File: src/rtl/conv_seq_if.sv
// conv_seq_if: stream and datapath bus of the convolution sequencer.
//   Weight stream   : k_valid, k_data (in to sequencer), k_ready (out)
//   Pixel stream    : px_valid, px_data (in), px_ready (out)
//   kernel_reg port : kr_wr_en, kr_addr, kr_data (out)
//   LineBuffer port : lb_wr_en, lb_wr_row, lb_wr_col, lb_wr_data, lb_shift (out)
//   convolve port   : conv_start (out), conv_done (in)
// master = sequencer side, slave = sources/datapath side.
interface conv_seq_if #(
    parameter int BIT_DEPTH = 8
);
    logic                 k_valid;
    logic [BIT_DEPTH-1:0] k_data;
    logic                 k_ready;
    logic                 px_valid;
    logic [BIT_DEPTH-1:0] px_data;
    logic                 px_ready;
    logic                 kr_wr_en;
    logic [3:0]           kr_addr;
    logic [BIT_DEPTH-1:0] kr_data;
    logic                 lb_wr_en;
    logic [1:0]           lb_wr_row;
    logic [4:0]           lb_wr_col;
    logic [BIT_DEPTH-1:0] lb_wr_data;
    logic                 lb_shift;
    logic                 conv_start;
    logic                 conv_done;

    modport master (
        input  k_valid, k_data, px_valid, px_data, conv_done,
        output k_ready, px_ready, kr_wr_en, kr_addr, kr_data,
               lb_wr_en, lb_wr_row, lb_wr_col, lb_wr_data, lb_shift, conv_start
    );

    modport slave (
        output k_valid, k_data, px_valid, px_data, conv_done,
        input  k_ready, px_ready, kr_wr_en, kr_addr, kr_data,
               lb_wr_en, lb_wr_row, lb_wr_col, lb_wr_data, lb_shift, conv_start
    );
endinterface

File: src/rtl/conv_sequencer.sv
// conv_sequencer: loads the 3x3 kernel, fills the 3-row LineBuffer, then runs
// convolve once per output row, refilling `stride` rows between passes.
// Ports:
//   clk        clock, rising edge
//   rst        asynchronous active-low reset
//   start      begin one image (sampled in IDLE only)
//   stride     conv stride, latched on accepted start (2 -> 2, else 1)
//   bus        conv_seq_if.master: weight/pixel streams, kernel_reg,
//              LineBuffer and convolve ports
//   out_row    output row currently in flight
//   busy       high in every state except IDLE
//   done       one-cycle pulse at end of image
// All outputs are registered.
//
// state  | meaning
// IDLE   | waiting for start
// LOAD_K | accepting KERNEL_SIZE^2 weights
// FILL   | raster fill of LineBuffer rows 0..2
// CONV   | issue conv_start
// WAIT   | waiting for conv_done
// SHIFT  | issue lb_shift
// REFILL | write one new image row into LineBuffer row 2
// FIN    | issue done
module conv_sequencer #(
    parameter int BIT_DEPTH   = 8,
    parameter int IMG_W       = 28,
    parameter int IMG_H       = 28,
    parameter int KERNEL_SIZE = 3
) (
    input  logic             clk,
    input  logic             rst,
    input  logic             start,
    input  logic [1:0]       stride,
    conv_seq_if.master       bus,
    output logic [4:0]       out_row,
    output logic             busy,
    output logic             done
);
    localparam logic [3:0] LAST_K   = 4'(KERNEL_SIZE * KERNEL_SIZE - 1);
    localparam logic [4:0] LAST_COL = 5'(IMG_W - 1);
    localparam logic [1:0] LAST_ROW = 2'(KERNEL_SIZE - 1);
    localparam logic [4:0] LAST_OUT_S1 = 5'((IMG_H - KERNEL_SIZE) / 1);
    localparam logic [4:0] LAST_OUT_S2 = 5'((IMG_H - KERNEL_SIZE) / 2);

    typedef enum logic [2:0] {IDLE, LOAD_K, FILL, CONV, WAIT, SHIFT, REFILL, FIN} state_t;
    state_t state, state_nxt;

    logic [3:0]           k_cnt, k_cnt_nxt;
    logic [4:0]           col, col_nxt;
    logic [1:0]           row, row_nxt;
    logic [1:0]           rows_left, rows_left_nxt;
    logic [1:0]           stride_l, stride_l_nxt;
    logic [4:0]           out_row_nxt;
    logic                 kr_wr_en_q, kr_wr_en_nxt;
    logic [3:0]           kr_addr_q, kr_addr_nxt;
    logic [BIT_DEPTH-1:0] kr_data_q, kr_data_nxt;
    logic                 lb_wr_en_q, lb_wr_en_nxt;
    logic [1:0]           lb_wr_row_q, lb_wr_row_nxt;
    logic [4:0]           lb_wr_col_q, lb_wr_col_nxt;
    logic [BIT_DEPTH-1:0] lb_wr_data_q, lb_wr_data_nxt;
    logic                 k_ready_q, px_ready_q, lb_shift_q, conv_start_q;
    logic                 k_hs, px_hs;
    logic [4:0]           last_out_row;

    // ready outputs are registered copies of the state, so the handshake
    // only fires while the FSM is in the matching load state
    assign k_hs  = bus.k_valid  & k_ready_q;
    assign px_hs = bus.px_valid & px_ready_q;
    assign last_out_row = (stride_l == 2'd2) ? LAST_OUT_S2 : LAST_OUT_S1;

    assign bus.k_ready    = k_ready_q;
    assign bus.px_ready   = px_ready_q;
    assign bus.kr_wr_en   = kr_wr_en_q;
    assign bus.kr_addr    = kr_addr_q;
    assign bus.kr_data    = kr_data_q;
    assign bus.lb_wr_en   = lb_wr_en_q;
    assign bus.lb_wr_row  = lb_wr_row_q;
    assign bus.lb_wr_col  = lb_wr_col_q;
    assign bus.lb_wr_data = lb_wr_data_q;
    assign bus.lb_shift   = lb_shift_q;
    assign bus.conv_start = conv_start_q;

    always_ff @(posedge clk or negedge rst) begin
        if (!rst) begin
            state        <= IDLE;
            k_cnt        <= '0;
            col          <= '0;
            row          <= '0;
            rows_left    <= '0;
            stride_l     <= '0;
            out_row      <= '0;
            busy         <= 1'b0;
            done         <= 1'b0;
            k_ready_q    <= 1'b0;
            px_ready_q   <= 1'b0;
            kr_wr_en_q   <= 1'b0;
            kr_addr_q    <= '0;
            kr_data_q    <= '0;
            lb_wr_en_q   <= 1'b0;
            lb_wr_row_q  <= '0;
            lb_wr_col_q  <= '0;
            lb_wr_data_q <= '0;
            lb_shift_q   <= 1'b0;
            conv_start_q <= 1'b0;
        end else begin
            state        <= state_nxt;
            k_cnt        <= k_cnt_nxt;
            col          <= col_nxt;
            row          <= row_nxt;
            rows_left    <= rows_left_nxt;
            stride_l     <= stride_l_nxt;
            out_row      <= out_row_nxt;
            busy         <= (state_nxt != IDLE);
            done         <= (state == FIN);
            k_ready_q    <= (state_nxt == LOAD_K);
            px_ready_q   <= (state_nxt == FILL) || (state_nxt == REFILL);
            kr_wr_en_q   <= kr_wr_en_nxt;
            kr_addr_q    <= kr_addr_nxt;
            kr_data_q    <= kr_data_nxt;
            lb_wr_en_q   <= lb_wr_en_nxt;
            lb_wr_row_q  <= lb_wr_row_nxt;
            lb_wr_col_q  <= lb_wr_col_nxt;
            lb_wr_data_q <= lb_wr_data_nxt;
            lb_shift_q   <= (state == SHIFT);
            conv_start_q <= (state == CONV);
        end
    end

    always_comb begin
        state_nxt      = state;
        k_cnt_nxt      = k_cnt;
        col_nxt        = col;
        row_nxt        = row;
        rows_left_nxt  = rows_left;
        stride_l_nxt   = stride_l;
        out_row_nxt    = out_row;
        kr_wr_en_nxt   = 1'b0;
        kr_addr_nxt    = kr_addr_q;
        kr_data_nxt    = kr_data_q;
        lb_wr_en_nxt   = 1'b0;
        lb_wr_row_nxt  = lb_wr_row_q;
        lb_wr_col_nxt  = lb_wr_col_q;
        lb_wr_data_nxt = lb_wr_data_q;
        case (state)
            IDLE: begin
                if (start) begin
                    state_nxt     = LOAD_K;
                    stride_l_nxt  = (stride == 2'd2) ? 2'd2 : 2'd1;
                    k_cnt_nxt     = '0;
                    col_nxt       = '0;
                    row_nxt       = '0;
                    rows_left_nxt = '0;
                    out_row_nxt   = '0;
                end
            end
            LOAD_K: begin
                if (k_hs) begin
                    kr_wr_en_nxt = 1'b1;
                    kr_addr_nxt  = k_cnt;
                    kr_data_nxt  = bus.k_data;
                    k_cnt_nxt    = k_cnt + 4'd1;
                    if (k_cnt == LAST_K) begin
                        k_cnt_nxt = '0;
                        state_nxt = FILL;
                    end
                end
            end
            FILL: begin
                if (px_hs) begin
                    lb_wr_en_nxt   = 1'b1;
                    lb_wr_row_nxt  = row;
                    lb_wr_col_nxt  = col;
                    lb_wr_data_nxt = bus.px_data;
                    col_nxt        = col + 5'd1;
                    if (col == LAST_COL) begin
                        col_nxt = '0;
                        if (row == LAST_ROW) state_nxt = CONV;
                        else                 row_nxt   = row + 2'd1;
                    end
                end
            end
            CONV: state_nxt = WAIT;
            WAIT: begin
                if (bus.conv_done) begin
                    out_row_nxt = out_row + 5'd1;
                    if (out_row == last_out_row) begin
                        state_nxt = FIN;
                    end else begin
                        state_nxt     = SHIFT;
                        rows_left_nxt = stride_l;
                    end
                end
            end
            SHIFT: state_nxt = REFILL;
            REFILL: begin
                if (px_hs) begin
                    lb_wr_en_nxt   = 1'b1;
                    lb_wr_row_nxt  = LAST_ROW;
                    lb_wr_col_nxt  = col;
                    lb_wr_data_nxt = bus.px_data;
                    col_nxt        = col + 5'd1;
                    if (col == LAST_COL) begin
                        col_nxt       = '0;
                        rows_left_nxt = rows_left - 2'd1;
                        state_nxt     = (rows_left != 2'd1) ? SHIFT : CONV;
                    end
                end
            end
            FIN: state_nxt = IDLE;
            default: state_nxt = IDLE;
        endcase
    end
endmodule

File: src/flat_wrapper.sv
// flat-port wrapper written by rule: the top's interface ports become plain ports
module conv_sequencer_flat 
#(
    parameter int BIT_DEPTH   = 8,
    parameter int IMG_W       = 28,
    parameter int IMG_H       = 28,
    parameter int KERNEL_SIZE = 3
)
  (clk, rst, start, stride, out_row, busy, done, bus_k_valid, bus_k_data, bus_px_valid, bus_px_data, bus_conv_done, bus_k_ready, bus_px_ready, bus_kr_wr_en, bus_kr_addr, bus_kr_data, bus_lb_wr_en, bus_lb_wr_row, bus_lb_wr_col, bus_lb_wr_data, bus_lb_shift, bus_conv_start);
  conv_seq_if #(.BIT_DEPTH(BIT_DEPTH)) bus_i ();
  input  logic clk;
  input  logic rst;
  input  logic start;
  input  logic [1:0] stride;
  output logic [4:0] out_row;
  output logic busy;
  output logic done;
  input wire logic [$bits(bus_i.k_valid)-1:0] bus_k_valid;
  input wire logic [$bits(bus_i.k_data)-1:0] bus_k_data;
  input wire logic [$bits(bus_i.px_valid)-1:0] bus_px_valid;
  input wire logic [$bits(bus_i.px_data)-1:0] bus_px_data;
  input wire logic [$bits(bus_i.conv_done)-1:0] bus_conv_done;
  output wire logic [$bits(bus_i.k_ready)-1:0] bus_k_ready;
  output wire logic [$bits(bus_i.px_ready)-1:0] bus_px_ready;
  output wire logic [$bits(bus_i.kr_wr_en)-1:0] bus_kr_wr_en;
  output wire logic [$bits(bus_i.kr_addr)-1:0] bus_kr_addr;
  output wire logic [$bits(bus_i.kr_data)-1:0] bus_kr_data;
  output wire logic [$bits(bus_i.lb_wr_en)-1:0] bus_lb_wr_en;
  output wire logic [$bits(bus_i.lb_wr_row)-1:0] bus_lb_wr_row;
  output wire logic [$bits(bus_i.lb_wr_col)-1:0] bus_lb_wr_col;
  output wire logic [$bits(bus_i.lb_wr_data)-1:0] bus_lb_wr_data;
  output wire logic [$bits(bus_i.lb_shift)-1:0] bus_lb_shift;
  output wire logic [$bits(bus_i.conv_start)-1:0] bus_conv_start;
  assign bus_i.k_valid = bus_k_valid;
  assign bus_i.k_data = bus_k_data;
  assign bus_i.px_valid = bus_px_valid;
  assign bus_i.px_data = bus_px_data;
  assign bus_i.conv_done = bus_conv_done;
  assign bus_k_ready = bus_i.k_ready;
  assign bus_px_ready = bus_i.px_ready;
  assign bus_kr_wr_en = bus_i.kr_wr_en;
  assign bus_kr_addr = bus_i.kr_addr;
  assign bus_kr_data = bus_i.kr_data;
  assign bus_lb_wr_en = bus_i.lb_wr_en;
  assign bus_lb_wr_row = bus_i.lb_wr_row;
  assign bus_lb_wr_col = bus_i.lb_wr_col;
  assign bus_lb_wr_data = bus_i.lb_wr_data;
  assign bus_lb_shift = bus_i.lb_shift;
  assign bus_conv_start = bus_i.conv_start;
  conv_sequencer #(.BIT_DEPTH(BIT_DEPTH), .IMG_W(IMG_W), .IMG_H(IMG_H), .KERNEL_SIZE(KERNEL_SIZE)) u_core (.clk(clk), .rst(rst), .start(start), .stride(stride), .bus(bus_i), .out_row(out_row), .busy(busy), .done(done));
endmodule
File: config.mk
export PLATFORM = sky130hd
export DESIGN_NAME = conv_sequencer_flat
export DESIGN_NICKNAME = d
export VERILOG_FILES = /design/src/rtl/conv_seq_if.sv /design/src/rtl/conv_sequencer.sv /design/src/flat_wrapper.sv
export SDC_FILE = /design/constraint.sdc
export NUM_CORES = 1
export LEC_CHECK = 0
export ABC_AREA = 1
export BUFFER_PORTS_ARGS = -buffer_cell sky130_fd_sc_hd__buf_2
export CORE_MARGIN = 2
export CORE_UTILIZATION = 30
export DETAILED_ROUTE_END_ITERATION = 10
export PLACE_DENSITY_LB_ADDON = 0.08
export REMOVE_ABC_BUFFERS = 1
export SYNTH_ARGS = -nofsm -noshare
export SYNTH_HDL_FRONTEND = slang
export SYNTH_SLANG_ARGS = --single-unit
File: constraint.sdc
create_clock -name clk -period 3 [get_ports clk]
set_input_delay 0.15 -clock clk [delete_from_list [all_inputs] [get_ports clk]]
set_output_delay 0.15 -clock clk [all_outputs]
set_load 0.02 [all_outputs]
After elaboration in Yosys (flattened, before gate mapping)
Index checks and enable logic that the tools add are counted. W data, S select, Z words.

Add/subtract/negate cells: 5. Equal/unequal tests: 27. Multiplexer cells: 41. Bitwise gates (word level): 2. Reduce and logical (&&, ||, !) cells: 19.

Operators by type and width (count): $mux W3 (10); $mux W5 (5); $mux W2 (12); $pmux W3 S8 (1); $pmux W5 S2 (2); $eq A3 B3 Y1 const B (5); $ne A2 B1 Y1 const B (7); $mux W4 (3); $reduce_and A3 Y1 (4); $add A5 B1 Y5 const B (2); $reduce_bool A2 Y1 (5); $eq A3 B2 Y1 const B (3); $ne A2 B2 Y1 const B (4); $pmux W2 S2 (2); $pmux W4 S2 (1); $eq A2 B2 Y1 const B (3); $eq A3 B1 Y1 const B (2); $pmux W2 S3 (1); $reduce_and A2 Y1 (3); $reduce_and A6 Y1 (1); $reduce_bool A3 Y1 (2); $eq A5 B5 Y1 (1); $eq A5 B5 Y1 const B (1); $reduce_and A5 Y1 (1); other kinds (9) (13).

Register bits after elaboration: 58. Bits of input ports: 24.

Logic depth before layout (Yosys ltp)
Gate-level depths: netlist (run 1).

Word-level depth: 8. Gate-level depth with buffers: 11. Gate-level depth less buffers: 11.

Worst setup path before layout (run 1)
No wires, ideal clock.

Path kind: reg-to-reg. From: register u_core.col[0]. To: register u_core.rows_left[0]. Library setup time: 0.116 ns. Arrival: 1.307 ns. Data required time: 2.884 ns. Path slack: 1.577 ns. Stages on the path, launching flop included: 9. Buffers on the path: 0. Path through: dfrtp_1 > ha_1 > nand3_1 > nor2_1 > nand3_1 > a21oi_2 > nand2_1 > nand2_1 > nand2_1.

Cells in the longest elaborated chain, start to end: 3.

Ends and longest elaborated chain: from (decl) (line conv_sequencer.sv:49) `logic [4:0] col, col_nxt;`; from (signal assigned) (line conv_sequencer.sv:108) `col <= col_nxt;`; $eq A5 B5 Y1 (line conv_sequencer.sv:202) `if (col == LAST_COL) begin`; $ne A2 B1 Y1 (no line); $reduce_and A6 Y1 (no line); to (signal assigned) (line conv_sequencer.sv:110) `rows_left <= rows_left_nxt;`; to (decl) (line conv_sequencer.sv:51) `logic [1:0] rows_left, rows_left_nxt;`.

No other way between the ends. A chain may end at the register's enable or synchronous reset.

Final worst setup path (run 1)
From: register u_core.col[0]. To: register u_core.rows_left[1].

The elaborated chain is that of the path after synthesis.

==> impl_metrics.py, run 1 <==
metrics = {
    "critical_path": {
        "critPathTopFamily": "simple AND/OR/NAND/NOR gates",
        "crit_path_frequent_cell": "nand2_1",
        "cp_cell_sequence": "ha_1, nand3_1, nor2_1, nand3_1, a21oi_2, nand2_1, nand2_1, nand2_1",
        "arrival_ns": 1.87,
        "worstReg2RegStart": "u_core.col[0]",
        "ff2ff_setup_slack_ns": 1.36,
        "crit_fanout": 5,
        "r2r_cells": 8,
        "critPathLaunchType": "flip-flop",
        "cp_slowest_cell": "dfrtp_1",
        "end_kind": "flip-flop",
        "path_class": "reg -> reg",
        "r2r-end": "u_core.rows_left[1]",
        "cp.required_ns": 3.22,
        "critPathBufInv": 0,
        "slowest_delay_ns": 0.37,
    },
    "routing": {
        "wl_mm": 6.07,
        "antenna_left": 0,
        "routed-via-count": 2205,
        "detail_route.iter0.violations": 71,
        "drtPass1Iterations": 4,
        "detail_route.wl_per_cell_um": 12.1,
        "drc": 0,
        "vias_per_cell": 4.38,
    },
    "timing": {
        "min_period_ns": 1.64,
        "rsz0062_at_grt": "no",
        "worst_slew_pin_slew_ns": 0.652,
        "timing.final.crit_share_pct": 54.8,
        "setup_viol": 0,
        "tns_ns": 0,
        "drv_slew": 0,
        "hold_viol_final": 0,
        "slew_headroom_pct": 56.5,
        "skew_ns": 0.00928,
        "fmax_mhz": 608,
    },
    "global_routing": {
        "use_met2_pct": 19.4,
        "grt.busiest_layer": "met1",
        "antenna_found_initial": 0,
        "use_met3_pct": 3.65,
        "grt_util_all_layers_pct": 13.7,
        "grt_use_met1_pct": 19.5,
        "overflow": 0,
        "grt_start_max_net_pins": 27,
        "grt_pass1_wl_mm": 10.5,
        "grt_pass1_vias": 2162,
    },
    "layout": {
        "diodes": 0,
        "area_growth_pct": 25.8,
        "drive_gt1_share_pct": 26.6,
        "nets": 420,
    },
    "floorplan": {
        "dieArea_um2": 9830,
        "io_pins": 64,
        "die_w_um": 99.1,
        "core_area_um2": 8760,
        "die_height_um": 99.1,
        "num_rows": 34,
        "start_util_pct": 31.0,
    },
    "clocking": {
        "clockBufferDepth": 2,
        "cts_root_buf": "clkbuf_8",
        "cts_tree": "yes",
        "path_clk_slew_ns": 0.07,
        "hold_buffers": 5,
        "cts_buffers": 9,
        "clock-sinks": 58,
        "post_cts_resized": 0,
        "htree_levels": 3,
        "postCtsSetupBuffers": 0,
        "clk_latency_ns": 0.34,
    },
    "yosys": {
        "synth-seq-cells": 58,
        "netlist_area_um2": 2720,
        "seq_area_frac_synth_pct": 53.5,
        "yosysWarnings": 0,
        "ys_types": 36,
        "avgSynthCellArea_um2": 8.73,
        "syn_inst": 311,
    },
    "placed_design": {
        "gp_congestion": 0.771,
        "dp_hpwl_mm": 4.42,
        "numPortBuffers": 63,
    },
    "pwr": {
        "p_leak_nw": 1.87,
        "ir_drop_mv": 0.262,
        "fin_total_pwr_mw": 3.16,
        "power_density_nw_per_um2": 925,
    },
    "run": {
        "maxCapViolations": 0,
    },
    "worst_hold_path": {
        "whs_path_depth": 3,
        "min_from": "bus_px_data[0]",
        "hold_path_end": "u_core.bus.lb_wr_data[0]",
        "hold_class": "in -> reg",
    },
    "outcome": {
        "outcome": "finished, final reports clean",
    },
}
-- metrics by stage --
step	std cells	hold slack [ns]	utilization [%]	setup slack [ns]	area, um2
after floorplan	307	-0.146	-	1.42	2680
after global placement	481	0.207	36.0	1.38	3160
after detailed placement	481	0.218	36.0	1.35	3160
after CTS	502	0.000299	38.8	1.34	3400
after global routing	503	0.0137	39.0	1.16	3410
final	503	0.0127	39.0	1.36	3410
-- synth_stat cells --
cell type    n  share of area [%]
nand2_1    102                 14
o21ai_2      2               0.65
nand3_1     18                3.3
xor2_1       2               0.65
a22oi_2      1               0.46
nand3_4      2                1.3
ha_1         6                2.8
nand4_1      2               0.46
inv_2        5               0.69
o21ai_0     18                3.3
a21oi_2      1               0.32
buf_2        1               0.18
inv_1       34                4.7
inv_6        1               0.32
nand3b_1     1               0.28
o22ai_1      1               0.23
o32ai_1      1               0.32
a21o_1       1               0.28
dfrtp_1     58                 53
buf_6        1               0.41
inv_4        1               0.23
nor3_2       2               0.74
nor2_4       2               0.83
nor2_1      22                3.0
nor2_2       3               0.69
nand2_8      1               0.74
o22a_1       1               0.32
a21oi_1      8                1.5
buf_4        2               0.55
nor3_1       3               0.55
a22o_1       1               0.32
o31ai_1      1               0.28
nor2_8       1               0.74
o21ai_1      1               0.18
nand2_2      3               0.69
nand2_4      1               0.41
-- power breakdown --
group	switching, mW	internal, mW	leakage [nW]	total, mW
Sequential	0.178	1.04	0.769	1.22
Clock	0.305	0.429	0.101	0.734
Combinational	0.809	0.399	0.998	1.21
-- routing by layer --
layer / routed length [um] / vias to the layer above
met1: 2990 / 1002
met4: 131 / 0
met2: 2640 / 48
met5: 0 / -
met3: 307 / 10
li1: - / 1145
-- registers in the layout, indices dropped and copies added (netlist names) --
register               cells
u_core.col                 5
u_core.bus.k_ready         1
u_core.bus.lb_shift        1
u_core.bus.lb_wr_row       2
u_core.bus.lb_wr_col       5
u_core.bus.lb_wr_data      8
u_core.bus.lb_wr_en        1
u_core.bus.kr_addr         4
u_core.bus.kr_data         8
u_core.k_cnt               4
u_core.bus.conv_start      1
u_core.bus.kr_wr_en        1
u_core.row                 2
u_core.done                1
u_core.rows_left           2
u_core.bus.px_ready        1
u_core.out_row             5
u_core.stride_l            2
u_core.state               3
u_core.busy                1
-- kinds of logic (layout without fill, tap and decap cells) --
kind of cell | Yosys count | in the layout | share of synthesized area [%]
DFF | 58 | 58 | 53.5
and+or+nand+nor | 163 | 163 | 27.9
buffers and inverters | 45 | 129 | 7.10
xor gates and xnor gates | 2 | 2 | 0.645
adders and majority gates | 6 | 6 | 2.76
AOI/OAI and AO/OA | 37 | 37 | 8.16
-- area by class of cell --
| cell class | instances | area, um2 |
|---|---|---|
| Timing Repair Buffer | 72 | 398 |
| Tap cell | 108 | 135 |
| Clock buffer | 14 | 163 |
| Fill cell | 934 | 5350 |
| Multi-Input combinational cell | 208 | 1070 |
| Clock inverter | 2 | 35.0 |
| Sequential cell | 58 | 1450 |
| Inverter | 41 | 161 |
-- cell usage in the layout, fill, tap and decap left out, types with 5 or more instances in the layout --
cell and count:
dfrtp_1 58, nand2_1 102, nand3_1 18, inv_2 5, buf_2 63, ha_1 6
dlygate4sd3_1 6, clkbuf_8 11, nor2_1 22, o21ai_0 18, inv_1 34, a21oi_1 8
-- worst max-delay path by stage --
stage                    startpoint                  end  slack [ns]  cells after the start
CTS                   u_core.col[1]  u_core.rows_left[1]        1.34                      8
floorplan           u_core.state[0]        u_core.col[4]        1.42                      7
global placement    u_core.state[0]        u_core.col[4]        1.38                      8
global route          u_core.col[1]  u_core.rows_left[1]        1.16                      8
finish                u_core.col[0]  u_core.rows_left[1]        1.36                      8
detailed placement    u_core.col[1]  u_core.rows_left[1]        1.35                      8
-- worst reg2reg max path, stage by stage (launching register included) --
cell and delay (ns):
dfrtp_1 0.37, ha_1 0.23, nand3_1 0.10, nor2_1 0.27, nand3_1 0.17, a21oi_2 0.20, nand2_1 0.09, nand2_1 0.06
nand2_1 0.04
Power figures use the tool's default switching activity.
==> run 2, diff against run 1 <==
==> constraint.sdc (replaced) <==
create_clock -name clk -period 1.7 [get_ports clk]
set_input_delay 0.085 -clock clk [delete_from_list [all_inputs] [get_ports clk]]
set_output_delay 0.085 -clock clk [all_outputs]
set_load 0.02 [all_outputs]
==> run 2 against run 1 <==
  * Worst setup slack lost 1.2 ns
  * Global-route usage is essentially flat
  * Total power grew 81%
  * Clock skew shrank 0.0010 ns
  * Sequential share of layout area shrank 2.1 points
  * Core utilization grew 2.1 points
  * Die area is the same
==> impl_metrics.py, run 2 (synthesized netlist as in run 1, its figures left out) <==
metrics = {
    "critical_path": {
        "critPathLaunchType": "flip-flop",
        "r2r_cells": 9,
        "cp_slowest_cell": "dfrtp_1",
        "crit_fanout": 4,
        "crit_path_frequent_cell": "nand3_1",
        "slowest_delay_ns": 0.37,
        "path_class": "reg -> reg",
        "cp.required_ns": 1.91,
        "cp_cell_sequence": "inv_1, ha_1, nand3_1, nor2_2, nor2_1, nor2_1, nand3_1, nand2_1, nand3_1",
        "end_kind": "flip-flop",
        "arrival_ns": 1.74,
    },
    "timing": {
        "setup_ws_ns": 0.172,
        "hold_viol_final": 0,
        "rsz0062_at_grt": "yes",
        "drv_slew": 0,
        "slew_headroom_pct": 77.5,
        "fmax_mhz": 655,
        "timing.final.crit_share_pct": 89.9,
        "skew_ns": 0.00827,
        "setup_viol": 0,
        "min_period_ns": 1.53,
        "worst_slew_pin_slew_ns": 0.338,
        "whs_ns": 0.140,
    },
    "clocking": {
        "clk_latency_ns": 0.33,
        "cts_buffers": 9,
        "cts_root_buf": "clkbuf_8",
        "clock-sinks": 58,
        "clockBufferDepth": 2,
        "htree_levels": 3,
        "path_clk_slew_ns": 0.07,
        "cts_tree": "yes",
    },
    "layout": {
        "nets": 434,
        "layout.cells.non_filler": 517,
        "diodes": 0,
        "final_core_util_pct": 41.0,
        "num-fill-cells": 913,
        "final-seq-area_um2": 1450,
        "area_growth_pct": 32.4,
        "layout_common_cells": "nand2_1, buf_2, dfrtp_1, inv_1, nor2_1",
        "drive_gt1_share_pct": 27.1,
        "final_common_cell": "nand2_1",
        "multi_input_area_um2": 1080,
    },
    "routing": {
        "detail_route.iter0.violations": 82,
        "wl_met2_mm": 2.77,
        "vias_per_cell": 4.36,
        "wl_mm": 6.08,
        "drc": 0,
        "wl_met1_mm": 2.91,
        "drtPass1Iterations": 4,
        "highest_layer": "met4",
        "detail_route.wl_per_cell_um": 11.8,
        "antenna_left": 0,
        "wl_met3_um": 311,
        "routed-via-count": 2252,
    },
    "global_routing": {
        "grt_start_max_net_pins": 59,
        "overflow": 0,
        "antenna_found_initial": 0,
        "grt_pass1_vias": 2199,
        "grt_util_all_layers_pct": 13.7,
        "grt_pass1_wl_mm": 10.6,
    },
    "run": {
        "maxCapViolations": 0,
    },
    "pwr": {
        "p_leak_nw": 1.94,
        "ir_drop_mv": 0.485,
        "fin_total_pwr_mw": 5.72,
        "power_density_nw_per_um2": 1590,
    },
    "placed_design": {
        "gp_congestion": 0.780,
        "dp_cells": 482,
        "dp_hpwl_mm": 4.35,
        "preCtsSetupSlack_ns": 0.0427,
        "numPortBuffers": 63,
    },
    "floorplan": {
        "start_util_pct": 31.0,
        "num_rows": 34,
        "die_w_um": 99.1,
        "die_height_um": 99.1,
        "core_area_um2": 8760,
        "dieArea_um2": 9830,
        "io_pins": 64,
    },
    "worst_hold_path": {
        "hold_class": "in -> reg",
        "whs_path_depth": 5,
    },
    "outcome": {
        "outcome": "finished, final reports clean",
    },
}
## run 2: cell count changes in the layout (fill, tap and decap cells not counted), sizes merged
cell | before | now
buf | 66 | 67
clkinv | 1 | 2
clkinvlp | 0 | 1
bufinv | 1 | 2
dlygate4sd3 | 6 | 19
clkbuf | 14 | 11
## run 2: worst paths after layout
check	from	slack, ns	to
setup / recovery	u_core.k_cnt[1]	0.17	u_core.busy
hold / removal	bus_conv_done	0.14	u_core.out_row[0]
setup reg to reg	u_core.k_cnt[1]	0.17	u_core.busy
hold reg to reg	u_core.bus.kr_data[3]	0.47	u_core.bus.kr_data[3]
max in group asynchronous	rst	1.14	u_core.row[1]
min in group asynchronous	rst	0.28	u_core.bus.kr_data[2]
## run 2: worst max-delay path: cells and delay by family (launching register included)
family,cells,cell delay (ns)
buffers and inverters,1,0.11
adders and majority gates,1,0.16
DFF,1,0.37
and+or+nand+nor,7,0.77
## run 2: report_power, final
group | internal (mW) | total (mW) | leakage [nW] | switching [mW]
Combinational | 0.733 | 2.16 | 1.06 | 1.43
Sequential | 1.83 | 2.15 | 0.769 | 0.320
Clock | 0.860 | 1.41 | 0.109 | 0.546
Total | 3.42 | 5.72 | 1.94 | 2.30
## run 2: final cells by class
class                   count  share of cell area, %
well taps                 108                   3.76
flip-flops and latches     58                   40.4
inverters                  41                   4.49
clock buffers              11                   3.93
clock inverters             5                   2.16
repair buffers             86                   15.2
multi-input cells         208                   30.1
## run 2: routing by layer
metal | up-vias | track usage (%)
met5 | - | 0
met4 | 0 | 4.43
met3 | 8 | 4.64
met2 | 48 | 21.4
met1 | 1021 | 18.1
li1 | 1175 | -
## run 2: timing repair
action	CTS	global route
resized for setup	0	4
hold buffers	19	0
hold endpoints to repair	75	0
endpoints found under the setup margin	0	9
buffers inserted	0	0
## run 2: per-stage QoR
| step | setup TNS (ns) | cell area (um2) |
|---|---|---|
| after detailed placement | 0 | 3180 |
| after floorplan | 0 | 2680 |
| after global placement | 0 | 3180 |
| after global routing | -0.0159 | 3600 |
| final | 0 | 3600 |
| after CTS | 0 | 3590 |
==> run 3, diff against run 2 <==
--- a/config.mk
+++ b/config.mk
@@ -7,6 +7,9 @@
 export LEC_CHECK = 0
 export ABC_AREA = 1
 export BUFFER_PORTS_ARGS = -buffer_cell sky130_fd_sc_hd__buf_2
+export CELL_PAD_IN_SITES_DETAIL_PLACEMENT = 1
+export CELL_PAD_IN_SITES_GLOBAL_PLACEMENT = 1
+export CORE_ASPECT_RATIO = 2
 export CORE_MARGIN = 2
 export CORE_UTILIZATION = 30
 export DETAILED_ROUTE_END_ITERATION = 10
==> run 3 against run 2 <==
  * Sequential power up 2%
  * Total power up 6.7%
  * Final cell count down 0.39%
  * Register-to-register slack worse by 0.05 ns
  * Count of clock-buffer cells in the layout up 1
  * Critical path depth down 1
  * Wire length up 22%
  * Non-clock buffer count up 5
  * Via count up 6.4%
  * Clock skew down 0.0014 ns
  * Sequential cell count unchanged
  * Final area up 2.6%
  * Critical endpoint is now u_core.rows_left[1]
  * Largest power group unchanged
==> impl_metrics.py, run 3 (synthesized netlist as in run 1, its figures left out) <==
metrics = {
    "global_routing": {
        "antenna_found_initial": 0,
        "grt_util_all_layers_pct": 16.4,
        "grt_pass1_wl_mm": 12.7,
        "grt_start_max_net_pins": 59,
        "grt_pass1_vias": 2636,
        "overflow": 0,
    },
    "placed_design": {
        "numPortBuffers": 63,
        "dp_cells": 482,
        "gp_congestion": 0.715,
        "dp_hpwl_mm": 5.54,
    },
    "critical_path": {
        "ff2ff_setup_slack_ns": 0.12,
        "crit_fanout": 5,
        "end_kind": "flip-flop",
        "critPathLaunchType": "flip-flop",
        "cp.required_ns": 1.91,
        "path_class": "reg -> reg",
        "arrival_ns": 1.78,
    },
    "worst_hold_path": {
        "hold_class": "in -> reg",
    },
    "pwr": {
        "fin_total_pwr_mw": 6.10,
        "ir_drop_mv": 0.704,
        "p_leak_nw": 1.99,
        "power_density_nw_per_um2": 1650,
    },
    "clocking": {
        "cts_root_buf": "clkbuf_16",
        "clockBufferDepth": 2,
        "path_clk_slew_ns": 0.05,
        "clock-sinks": 58,
        "cts_tree": "yes",
        "postCtsSetupBuffers": 0,
        "htree_levels": 3,
        "clk_latency_ns": 0.32,
        "cts_buffers": 9,
    },
    "timing": {
        "timing.final.crit_share_pct": 92.7,
        "fmax_mhz": 634,
        "tns_ns": 0,
        "whs_ns": 0.0462,
        "skew_ns": 0.00683,
        "setup_viol": 0,
        "worst_slew_pin_slew_ns": 0.320,
        "hold_viol_final": 0,
        "slew_headroom_pct": 78.6,
        "drv_slew": 0,
        "min_period_ns": 1.58,
    },
    "routing": {
        "drc": 0,
        "vias_per_cell": 4.65,
        "wl_met3_um": 256,
        "drtPass1Iterations": 4,
        "wl_met2_mm": 4.45,
        "highest_layer": "met4",
        "antenna_left": 0,
        "routed-via-count": 2396,
        "wl_met1_mm": 2.59,
        "detail_route.iter0.violations": 92,
        "wl_mm": 7.41,
        "detail_route.wl_per_cell_um": 14.4,
    },
    "floorplan": {
        "io_pins": 64,
        "die_height_um": 139,
        "dieArea_um2": 9870,
        "die_w_um": 71.3,
        "start_util_pct": 30.5,
        "core_area_um2": 8890,
        "num_rows": 49,
    },
    "layout": {
        "num-fill-cells": 1098,
        "area_growth_pct": 35.9,
        "layout.cells.non_filler": 515,
        "layout_common_cells": "nand2_1, buf_2, dfrtp_1, inv_1, nor2_1",
        "diodes": 0,
        "final_common_cell": "nand2_1",
        "drive_gt1_share_pct": 28.3,
        "nets": 439,
    },
    "run": {
        "maxCapViolations": 0,
    },
    "outcome": {
        "outcome": "finished, final reports clean",
    },
}
-- run 3: critical path, cell delays in order, from the launching register on --
cell	delay, ns
dfrtp_1	0.37
ha_2	0.22
nand3_1	0.14
nor2_4	0.19
nand3_2	0.14
a21oi_4	0.19
nand2_1	0.10
nand2_1	0.07
nand2_1	0.05
-- run 3: where the power goes --
group	switching, mW	total (mW)	internal (mW)
Combinational	1.50	2.29	0.787
Sequential	0.355	2.19	1.84
Clock	0.580	1.63	1.05
Total	2.43	6.10	3.67
-- run 3: path summary, 6_finish.rpt --
kind | start | depth (start not counted) | end
min in group asynchronous | rst | 3 | u_core.k_cnt[3]
hold / removal | stride[1] | 3 | u_core.stride_l[1]
hold reg to reg | u_core.bus.kr_data[6] | 2 | u_core.bus.kr_data[6]
setup / recovery | u_core.col[1] | 8 | u_core.rows_left[1]
max in group asynchronous | rst | 3 | u_core.state[0]
setup reg to reg | u_core.col[1] | 8 | u_core.rows_left[1]
-- run 3: cell type report --
| cell class | count | area [um2] | area share, % |
|---|---|---|---|
| Clock buffer | 12 | 256 | 6.95 |
| Clock inverter | 3 | 15.0 | 0.407 |
| Inverter | 41 | 161 | 4.37 |
| Multi-Input combinational cell | 208 | 1090 | 29.6 |
| Sequential cell | 58 | 1450 | 39.4 |
| Tap cell | 102 | 128 | 3.46 |
| Timing Repair Buffer | 91 | 583 | 15.8 |
-- run 3: timing repair --
action | 4_1_cts | 5_1_grt
setup endpoints to repair | 2 | 4
endpoints found under the hold margin | 75 | 0
hold buffers | 18 | 0
gates resized for setup | 1 | 5
pin swaps | 0 | 2
-- run 3: stage by stage --
step | cell area [um2] | worst slack [ns] | utilization [%]
floorplan | 2680 | 0.122 | -
global placement | 3210 | 0.0361 | 36.2
detailed placement | 3210 | -0.0758 | 36.2
CTS | 3670 | 0.0156 | 41.3
global route | 3690 | -0.000196 | 41.5
finish | 3690 | 0.124 | 41.5
-- run 3: layer usage --
| metal | track usage, % | up-vias |
|---|---|---|
| met5 | 0 | - |
| met4 | 6.26 | 0 |
| li1 | - | 1174 |
| met2 | 31.6 | 47 |
| met3 | 3.34 | 8 |
| met1 | 16.4 | 1167 |
